## src/rtl/intr_ctrl_pkg.sv

```systemverilog
// intr_ctrl_pkg
//   Shared definitions for the interrupt controller.
//   - Byte offsets of the register map.
//   - The helper that sizes the source-ID field.
//   ID 0 means "no source", so NSRC sources need room for NSRC+1 codes.
package intr_ctrl_pkg;

  localparam int unsigned IP_OFFSET        = 32'h000;
  localparam int unsigned IE_OFFSET        = 32'h004;
  localparam int unsigned LE_OFFSET        = 32'h008;
  localparam int unsigned THRESHOLD_OFFSET = 32'h00C;
  localparam int unsigned CLAIM_OFFSET     = 32'h010;
  localparam int unsigned PRIO_BASE        = 32'h100;

  // Width of an ID field able to hold 0 (none) through nsrc.
  function automatic int unsigned idw(input int unsigned nsrc);
    return $clog2(nsrc + 1);
  endfunction

endpackage

```

## src/rtl/intr_gateway.sv

```systemverilog
// intr_gateway
//   Per-source gateway. It turns one interrupt line into a pending/in-service
//   pair and handles level- and edge-triggered sources.
//
// Ports
//   clk_i, rst_ni  clock, asynchronous active-low reset
//   src_i          raw interrupt line, synchronous to clk_i
//   le_i           1 = edge-triggered, 0 = level-triggered
//   claim_i        this source is being claimed this cycle
//   complete_i     a complete for this source's ID is written this cycle
//   pending_o      source is waiting to be claimed
//   in_service_o   source has been claimed and not yet completed
module intr_gateway (
  input  logic clk_i,
  input  logic rst_ni,
  input  logic src_i,
  input  logic le_i,
  input  logic claim_i,
  input  logic complete_i,
  output logic pending_o,
  output logic in_service_o
);

  logic src_q, src_d;
  logic pending_q, pending_d;
  logic in_service_q, in_service_d;
  logic edge_held_q, edge_held_d;

  logic rise;
  logic complete_ok;
  logic busy;
  logic set_req;

  // Gateway next-state logic.
  // A complete is applied before any new event, so an edge arriving in the
  // complete cycle sees the source as free. A claim overrides a set in the
  // same cycle. An edge that loses to a claim, or that arrives while the
  // source is in service, is parked in the single-entry edge_held store.
  always_comb begin
    rise        = src_i & ~src_q;
    complete_ok = complete_i & in_service_q;
    busy        = in_service_q & ~complete_ok;
    set_req     = le_i ? rise : src_i;

    src_d        = src_i;
    pending_d    = pending_q;
    in_service_d = in_service_q;
    edge_held_d  = edge_held_q;

    if (complete_ok) begin
      in_service_d = 1'b0;
      if (edge_held_q) begin
        pending_d   = 1'b1;
        edge_held_d = 1'b0;
      end
    end

    if (claim_i) begin
      pending_d    = 1'b0;
      in_service_d = 1'b1;
      if (le_i && rise) begin
        edge_held_d = 1'b1;
      end
    end else if (set_req) begin
      if (!busy) begin
        pending_d = 1'b1;
      end else if (le_i) begin
        edge_held_d = 1'b1;
      end
    end
  end

  // State register.
  always_ff @(posedge clk_i or negedge rst_ni) begin
    if (!rst_ni) begin
      src_q        <= 1'b0;
      pending_q    <= 1'b0;
      in_service_q <= 1'b0;
      edge_held_q  <= 1'b0;
    end else begin
      src_q        <= src_d;
      pending_q    <= pending_d;
      in_service_q <= in_service_d;
      edge_held_q  <= edge_held_d;
    end
  end

  assign pending_o    = pending_q;
  assign in_service_o = in_service_q;

endmodule

```

## src/rtl/intr_ctrl.sv

```systemverilog
// intr_ctrl
//   Register-mapped, PLIC-style interrupt controller. It has per-source
//   gateways, priorities, a threshold and a claim/complete handshake. The
//   block drives one prioritised, registered request to the core.
//
// Ports
//   clk_i, rst_ni  clock, asynchronous active-low reset
//   intr_src_i     interrupt lines, active-high (source i has ID i+1)
//   reg_we/reg_re  register write/read strobes
//   reg_addr       byte address
//   reg_wdata      write data
//   reg_be         byte enables (writes must be full-word)
//   reg_rdata      read data, combinational while reg_re is high
//   reg_error      access error, combinational with the strobe
//   irq_o          registered request to the core
//   irq_id_o       registered ID of the best pending source
module intr_ctrl
  import intr_ctrl_pkg::*;
#(
  parameter  int unsigned AW    = 9,
  parameter  int unsigned DW    = 32,
  parameter  int unsigned NSRC  = 8,
  parameter  int unsigned PRIOW = 3,
  localparam int unsigned IDW   = idw(NSRC)
) (
  input  logic              clk_i,
  input  logic              rst_ni,
  input  logic [NSRC-1:0]   intr_src_i,
  input  logic              reg_we,
  input  logic              reg_re,
  input  logic [AW-1:0]     reg_addr,
  input  logic [DW-1:0]     reg_wdata,
  input  logic [DW/8-1:0]   reg_be,
  output logic [DW-1:0]     reg_rdata,
  output logic              reg_error,
  output logic              irq_o,
  output logic [IDW-1:0]    irq_id_o
);

  // Configuration registers.
  logic [NSRC-1:0]  ie_q, ie_d;
  logic [NSRC-1:0]  le_q, le_d;
  logic [PRIOW-1:0] thr_q, thr_d;
  logic [PRIOW-1:0] prio_q [NSRC];
  logic [PRIOW-1:0] prio_d [NSRC];

  // Output request registers.
  logic             irq_q, irq_d;
  logic [IDW-1:0]   irq_id_q, irq_id_d;

  // Gateway interface.
  logic [NSRC-1:0]  pending;
  logic [NSRC-1:0]  in_service;
  logic [NSRC-1:0]  claim_vec;
  logic [NSRC-1:0]  complete_vec;

  // Decode.
  logic             hit_ip, hit_ie, hit_le, hit_thr, hit_claim;
  logic [NSRC-1:0]  hit_prio;
  logic             mapped;
  logic [IDW-1:0]   wr_id;
  logic             bad_id;
  logic             wr_err;
  logic             rd_err;
  logic             wr_ok;

  // Arbiter.
  logic             win_valid;
  logic [IDW-1:0]   win_id;
  logic [PRIOW-1:0] win_prio;
  logic [NSRC-1:0]  win_onehot;

  // Only the low bits of the write word reach any register. Every bit is
  // folded here so that the unused ones are accounted for.
  logic unused_wdata;
  assign unused_wdata = ^reg_wdata;

  // Address decode and error classification.
  // Only exact word addresses are mapped, so unaligned byte addresses fall
  // out as unmapped. An errored write is turned into a no-op through wr_ok.
  always_comb begin
    hit_ip    = (reg_addr == AW'(IP_OFFSET));
    hit_ie    = (reg_addr == AW'(IE_OFFSET));
    hit_le    = (reg_addr == AW'(LE_OFFSET));
    hit_thr   = (reg_addr == AW'(THRESHOLD_OFFSET));
    hit_claim = (reg_addr == AW'(CLAIM_OFFSET));
    hit_prio  = '0;
    for (int unsigned i = 0; i < NSRC; i++) begin
      hit_prio[i] = (reg_addr == AW'(PRIO_BASE + 4 * i));
    end
    mapped = hit_ip | hit_ie | hit_le | hit_thr | hit_claim | (|hit_prio);

    wr_id  = reg_wdata[IDW-1:0];
    bad_id = (wr_id == '0) || (32'(wr_id) > NSRC);

    wr_err = reg_we && (!mapped || !(&reg_be) || hit_ip || (hit_claim && bad_id));
    rd_err = reg_re && !mapped;
    wr_ok  = reg_we && !wr_err;
  end

  assign reg_error = wr_err | rd_err;

  // Priority arbiter.
  // The scan runs from the lowest ID upward and only replaces the current
  // best on a strictly higher priority, so ties go to the lowest ID. The
  // running best starts at 0. Any eligible source is above the threshold,
  // so it always beats that starting value.
  always_comb begin
    win_valid  = 1'b0;
    win_id     = '0;
    win_prio   = '0;
    win_onehot = '0;
    for (int i = 0; i < int'(NSRC); i++) begin
      if (pending[i] && ie_q[i] && !in_service[i] &&
          (prio_q[i] > thr_q) && (prio_q[i] > win_prio)) begin
        win_valid     = 1'b1;
        win_id        = IDW'(i + 1);
        win_prio      = prio_q[i];
        win_onehot    = '0;
        win_onehot[i] = 1'b1;
      end
    end
  end

  // Claim and complete strobes to the gateways.
  // A claim with no winner touches nothing. A complete is routed by ID, and
  // the gateway itself ignores it if the source is not in service.
  always_comb begin
    claim_vec    = '0;
    complete_vec = '0;
    if (reg_re && hit_claim && win_valid) begin
      claim_vec = win_onehot;
    end
    for (int i = 0; i < int'(NSRC); i++) begin
      complete_vec[i] = wr_ok && hit_claim && (wr_id == IDW'(i + 1));
    end
  end

  // One gateway per interrupt source.
  for (genvar g = 0; g < int'(NSRC); g++) begin : g_src
    intr_gateway u_gateway (
      .clk_i        (clk_i),
      .rst_ni       (rst_ni),
      .src_i        (intr_src_i[g]),
      .le_i         (le_q[g]),
      .claim_i      (claim_vec[g]),
      .complete_i   (complete_vec[g]),
      .pending_o    (pending[g]),
      .in_service_o (in_service[g])
    );
  end

  // Register file next state. Fields are truncated to their width, and
  // the remaining bits of the write word are dropped.
  always_comb begin
    ie_d  = ie_q;
    le_d  = le_q;
    thr_d = thr_q;
    for (int i = 0; i < int'(NSRC); i++) begin
      prio_d[i] = prio_q[i];
    end
    if (wr_ok) begin
      if (hit_ie) begin
        ie_d = reg_wdata[NSRC-1:0];
      end
      if (hit_le) begin
        le_d = reg_wdata[NSRC-1:0];
      end
      if (hit_thr) begin
        thr_d = reg_wdata[PRIOW-1:0];
      end
      for (int i = 0; i < int'(NSRC); i++) begin
        if (hit_prio[i]) begin
          prio_d[i] = reg_wdata[PRIOW-1:0];
        end
      end
    end
  end

  // Read mux.
  // A CLAIM read returns the live arbiter result, or 0 when there is none.
  always_comb begin
    reg_rdata = '0;
    if (reg_re) begin
      if (hit_ip) begin
        reg_rdata[NSRC-1:0] = pending;
      end
      if (hit_ie) begin
        reg_rdata[NSRC-1:0] = ie_q;
      end
      if (hit_le) begin
        reg_rdata[NSRC-1:0] = le_q;
      end
      if (hit_thr) begin
        reg_rdata[PRIOW-1:0] = thr_q;
      end
      if (hit_claim) begin
        reg_rdata[IDW-1:0] = win_id;
      end
      for (int i = 0; i < int'(NSRC); i++) begin
        if (hit_prio[i]) begin
          reg_rdata[PRIOW-1:0] = prio_q[i];
        end
      end
    end
  end

  // The request to the core is the previous cycle's arbitration result.
  always_comb begin
    irq_d    = win_valid;
    irq_id_d = win_id;
  end

  // Configuration and output registers.
  always_ff @(posedge clk_i or negedge rst_ni) begin
    if (!rst_ni) begin
      ie_q     <= '0;
      le_q     <= '0;
      thr_q    <= '0;
      for (int i = 0; i < int'(NSRC); i++) begin
        prio_q[i] <= '0;
      end
      irq_q    <= 1'b0;
      irq_id_q <= '0;
    end else begin
      ie_q     <= ie_d;
      le_q     <= le_d;
      thr_q    <= thr_d;
      for (int i = 0; i < int'(NSRC); i++) begin
        prio_q[i] <= prio_d[i];
      end
      irq_q    <= irq_d;
      irq_id_q <= irq_id_d;
    end
  end

  assign irq_o    = irq_q;
  assign irq_id_o = irq_id_q;

endmodule

```

## config.mk

```make
export PLATFORM = sky130hd
export DESIGN_NAME = intr_ctrl
export DESIGN_NICKNAME = d
export VERILOG_FILES = /design/src/rtl/intr_ctrl_pkg.sv /design/src/rtl/intr_gateway.sv /design/src/rtl/intr_ctrl.sv
export SDC_FILE = /design/constraint.sdc
export NUM_CORES = 1
export LEC_CHECK = 0
export BUFFER_PORTS_ARGS = -buffer_cell sky130_fd_sc_hd__buf_4
export CAP_MARGIN = 25
export CORE_ASPECT_RATIO = 0.9
export CORE_UTILIZATION = 29
export DETAILED_ROUTE_END_ITERATION = 6
export PLACE_DENSITY = 0.49
export SLEW_MARGIN = 20
export SYNTH_ARGS = -nofsm -noshare
export SYNTH_HDL_FRONTEND = slang
export SYNTH_SLANG_ARGS = --single-unit
```

## constraint.sdc

```tcl
create_clock -name clk_i -period 15.3 [get_ports clk_i]
set_input_delay 3.825 -clock clk_i [delete_from_list [all_inputs] [get_ports clk_i]]
set_output_delay 3.825 -clock clk_i [all_outputs]
set_load 0.01 [all_outputs]
```

==> Flow_metrics.wiki <==
{| class="wikitable"
! Metric !! Value
|-
| Starting DRT DRC Count || ~270
|-
| Critical Path RT || 11480 ps
|-
| EDFF count, synth || 0
|-
| Flip-flop and latch count after synthesis || 80
|-
| Routed Antenna Nets || 0
|-
| Critical path type || flip-flop to primary output
|-
| Data arrival at the endpoint of the critical path || between 10000 and 15000 ps
|-
| Root Buffer || sky130_fd_sc_hd__clkbuf_16
|-
| Total standard cell area after synthesis || around 0.0056 sq mm
|-
| Routed via count || 4757
|-
| Share of async-settable or async-resettable flops after synthesis || 100%
|-
| Clock Path Buffers || 2
|-
| Adder-cell area share of the yosys netlist || a little under a tenth
|-
| Count of pins over their slew limit || 0
|-
| Inserted Clock Buffers || 9
|-
| Worst-Skew Late Latency || 340 ps
|-
| Startpoint of the worst-slack reg-to-reg timing path || prio_q[21]
|-
| Total overflow reported by the global router || 0
|-
| First-pass GRT wire length || about 27000 um
|-
| CTS Sinks || 80
|-
| Worst-path maximum fanout || 11
|-
| Setup slack of the most critical reg-to-reg path || roughly 4200 ps
|-
| Die area || between 0.015 and 0.02 sq mm
|-
| Total Wirelength || between 15000 and 20000 um
|-
| Count of unique library cells instantiated by Yosys || 71
|-
| Initial core utilization || 30.1%
|-
| DRC || 0
|-
| Most used flip-flop cell after synthesis || sky130_fd_sc_hd__dfrtp_1
|-
| Final critical delay including setup and external delays || 14630 ps
|-
| Total number of placement rows || 47
|-
| Portion of netlist area occupied by mux cells || between 10 and 15%
|-
| Terminus of the critical flop-to-flop path || g_src[1].u_gateway.edge_held_q
|-
| Delay of the slowest critical-path stage || 380 ps
|-
| Yosys Warn Count || 0
|-
| Fraction of layout cells with a size suffix above 1 || 27.2%
|-
| Width of the die || ~150 um
|-
| Total power draw || a little under 500 uW
|-
| Instance count along the most critical hold path || 1
|-
| Cell with the biggest individual delay on the critical path || sky130_fd_sc_hd__dfrtp_1
|-
| # diodes || 0
|-
| Worst IR drop on VDD || around 0.051 mV
|-
| Hold-fix buffers at CTS || 0
|-
| Cell Pwr Density || slightly above 70 mW/mm^2
|-
| H-tree depth || 3
|-
| Last weighted congestion value of the routability-driven placer || ~0.86
|-
| Dpl hpwl || between 10000 and 15000 um
|-
| Class of the tightest hold or removal check || flip-flop to flip-flop
|-
| Sequential area share after synthesis || between 30% and 40%
|-
| Worst r2r path cells || 56
|-
| DRT Pass-1 Iters || 5
|-
| Kind of start point of the critical path || flip-flop
|-
| Worst-Margin Slew || around 880 ps
|-
| Final Hold Viols || 0
|-
| Layout overhead on the synthesized area || 21.7%
|-
| Number of antenna violations at the first check in global routing || 0
|-
| Main combinational cell family by area after synthesis || simple AND/OR/NAND/NOR gates
|-
| Leak Pwr || 0.00316 uW
|-
| Via count of the first global-routing pass || around 4800
|-
| Share of synthesized cell area in and, or, nand and nor gates || 19.2%
|-
| Worst Setup SP || prio_q[21]
|-
| Number of top-level pins || 95
|-
| DR vias/cell || 5.13
|-
| Crit path capture type || primary output
|-
| TritonCTS clock tree || done
|-
| Xor and xnor fraction of the mapped netlist area || less than 1%
|-
| Worst hold endpoint || g_src[1].u_gateway.edge_held_q
|-
| Cell type with the highest occurrence count on the critical path || sky130_fd_sc_hd__ha_1
|-
| Remaining max-slew budget at the tightest pin || roughly 40%
|-
| Post-Synthesis Cells || 610
|-
| Number of setup violations in the final report || 0
|-
| Final nets || around 780
|-
| Clock-pin transition on the worst setup and hold timing paths || 60 ps
|-
| Status || completed
|-
| F_max || between 0.06 and 0.07 GHz
|-
| Compound-gate portion of the synthesized area || 17.8%
|-
| Count of input and output buffers || 46
|-
| Pin count of the biggest net entering global routing || between 80 and 90
|-
| Detail-routed net length per standard cell || around 18 um
|-
| DIE HEIGHT || around 130 um
|-
| Global router's overall resource usage || around 18%
|-
| Post-route clock period utilization || 95.6%
|-
| Placeable core region || between 0.015 and 0.02 sq mm
|-
| Fin util || between 30% and 40%
|-
| Worst min-delay path startpoint || g_src[1].u_gateway.src_q
|-
| Syn Area/Cell || about 9.2 sq um
|-
| Clock skew || around 6.9 ps
|-
| MaxCap Viol Count || 0
|}
==> stage by stage <==
step                      hold WS [ps]  setup TNS (ps)  worst slack [ps]  cell area, sq um  cells
final                              464               0               666              6830    928
after CTS                          470           -2.85             -2.85              6540    910
after global placement             445               0               227              6200    896
after floorplan                    433               0               556              5700    633
after global routing               485           -4.63             -4.63              6830    928
after detailed placement           457               0               134              6200    896
==> worst max-delay path, delay by kind of cell, from the launching register on <==
kind / cells / cell delay (ps)
muxes: 3 / 960
buffers and inverters: 7 / 920
and+or+nand+nor: 22 / 3660
AOI/OAI and AO/OA: 13 / 2180
adders and majority gates: 8 / 2350
DFF: 1 / 380
==> worst max-delay path by stage <==
stage                        end  slack (ps)
floorplan           reg_rdata[2]         560
global placement    reg_rdata[0]         230
detailed placement  reg_rdata[0]         130
CTS                 reg_rdata[0]          -3
global route        reg_rdata[0]          -5
finish              reg_rdata[1]         670
==> power by group <==
group	switching (uW)	total [uW]	internal (uW)
registers	0.565	213	213
clock network	88.7	247	158
logic	20.8	31.5	10.7
total	110	492	382
==> metal layers <==
metal,part of all wire (%),global-route usage [%]
met1,50,25.4
met2,45,27.6
met3,4.4,3.20
met4,0.55,2.75
met5,0,0
==> registers in the layout, summed over array words and instances, names as in the netlist <==
| signal | flops |
|---|---|
| g_src.u_gateway.in_service_o | 8 |
| g_src.u_gateway.src_q | 8 |
| irq_o | 1 |
| le_q | 8 |
| g_src.u_gateway.pending_o | 8 |
| g_src.u_gateway.edge_held_q | 8 |
| irq_id_o | 4 |
| ie_q | 8 |
| thr_q | 3 |
| prio_q | 24 |
==> cells in the mapped netlist (all sizes together) (2+ instances only) <==
master	instances	area share, %
nor2b	5	0.56
nor3	8	0.80
clkbuf	12	0.83
mux2i	6	1.1
a31oi	10	1.4
dfrtp	80	36
nand3b	8	1.1
a22oi	7	0.94
o32ai	2	0.31
ha	42	9.4
and2	4	0.49
nor2	47	3.1
and3	10	1.3
nor4	8	1.4
nand2b	5	0.56
or4	2	0.40
a21oi	42	3.9
o2111a	2	0.40
nand4b	3	0.47
a22o	11	1.7
or2	4	0.45
nand4	5	0.56
mux2	38	7.7
a21o	3	0.40
buf	30	3.7
a211oi	4	0.62
or3	3	0.42
mux4	5	2.0
o31a	4	0.62
o31ai	6	1.1
nand2	79	5.4
o21a	2	0.27
o21ai	44	4.2
nand3	18	1.7
inv	34	2.3
==> area by class of cell <==
class | count | area (sq um)
Clock buffer | 9 | 225
Clock inverter | 5 | 106
Fill cell | 1874 | 11800
Inverter | 34 | 128
Multi-Input combinational cell | 477 | 3470
Sequential cell | 80 | 2000
Tap cell | 245 | 307
Timing Repair Buffer | 78 | 589
==> cells by family after synthesis <==
family | Yosys count
adders and majority gates | 42
AOI/OAI and AO/OA | 148
and+or+nand+nor | 212
DFF | 80
xor gates and xnor gates | 2
other | 1
muxes | 49
buffers and inverters | 76
==> layout by cell type, fill, tap and decap left out, types with 11 or more instances in the layout <==
cell / n
sky130_fd_sc_hd__a22o_1: 11
sky130_fd_sc_hd__a21oi_1: 37
sky130_fd_sc_hd__nand2_1: 76
sky130_fd_sc_hd__buf_4: 77
sky130_fd_sc_hd__nand3_1: 15
sky130_fd_sc_hd__nor2_1: 44
sky130_fd_sc_hd__conb_1: 24
sky130_fd_sc_hd__ha_1: 39
sky130_fd_sc_hd__mux2_2: 35
sky130_fd_sc_hd__dfrtp_1: 80
sky130_fd_sc_hd__inv_1: 32
sky130_fd_sc_hd__o21ai_0: 33
==> timing repair <==
action / 4_1_cts / 5_1_grt
pin swaps: 0 / 20
hold endpoints to repair: 0 / 0
gates resized for setup: 5 / 33
endpoints found under the setup margin: 4 / 4
buffers inserted: 0 / 18
Note: power is estimated with default switching activity, not from simulation.
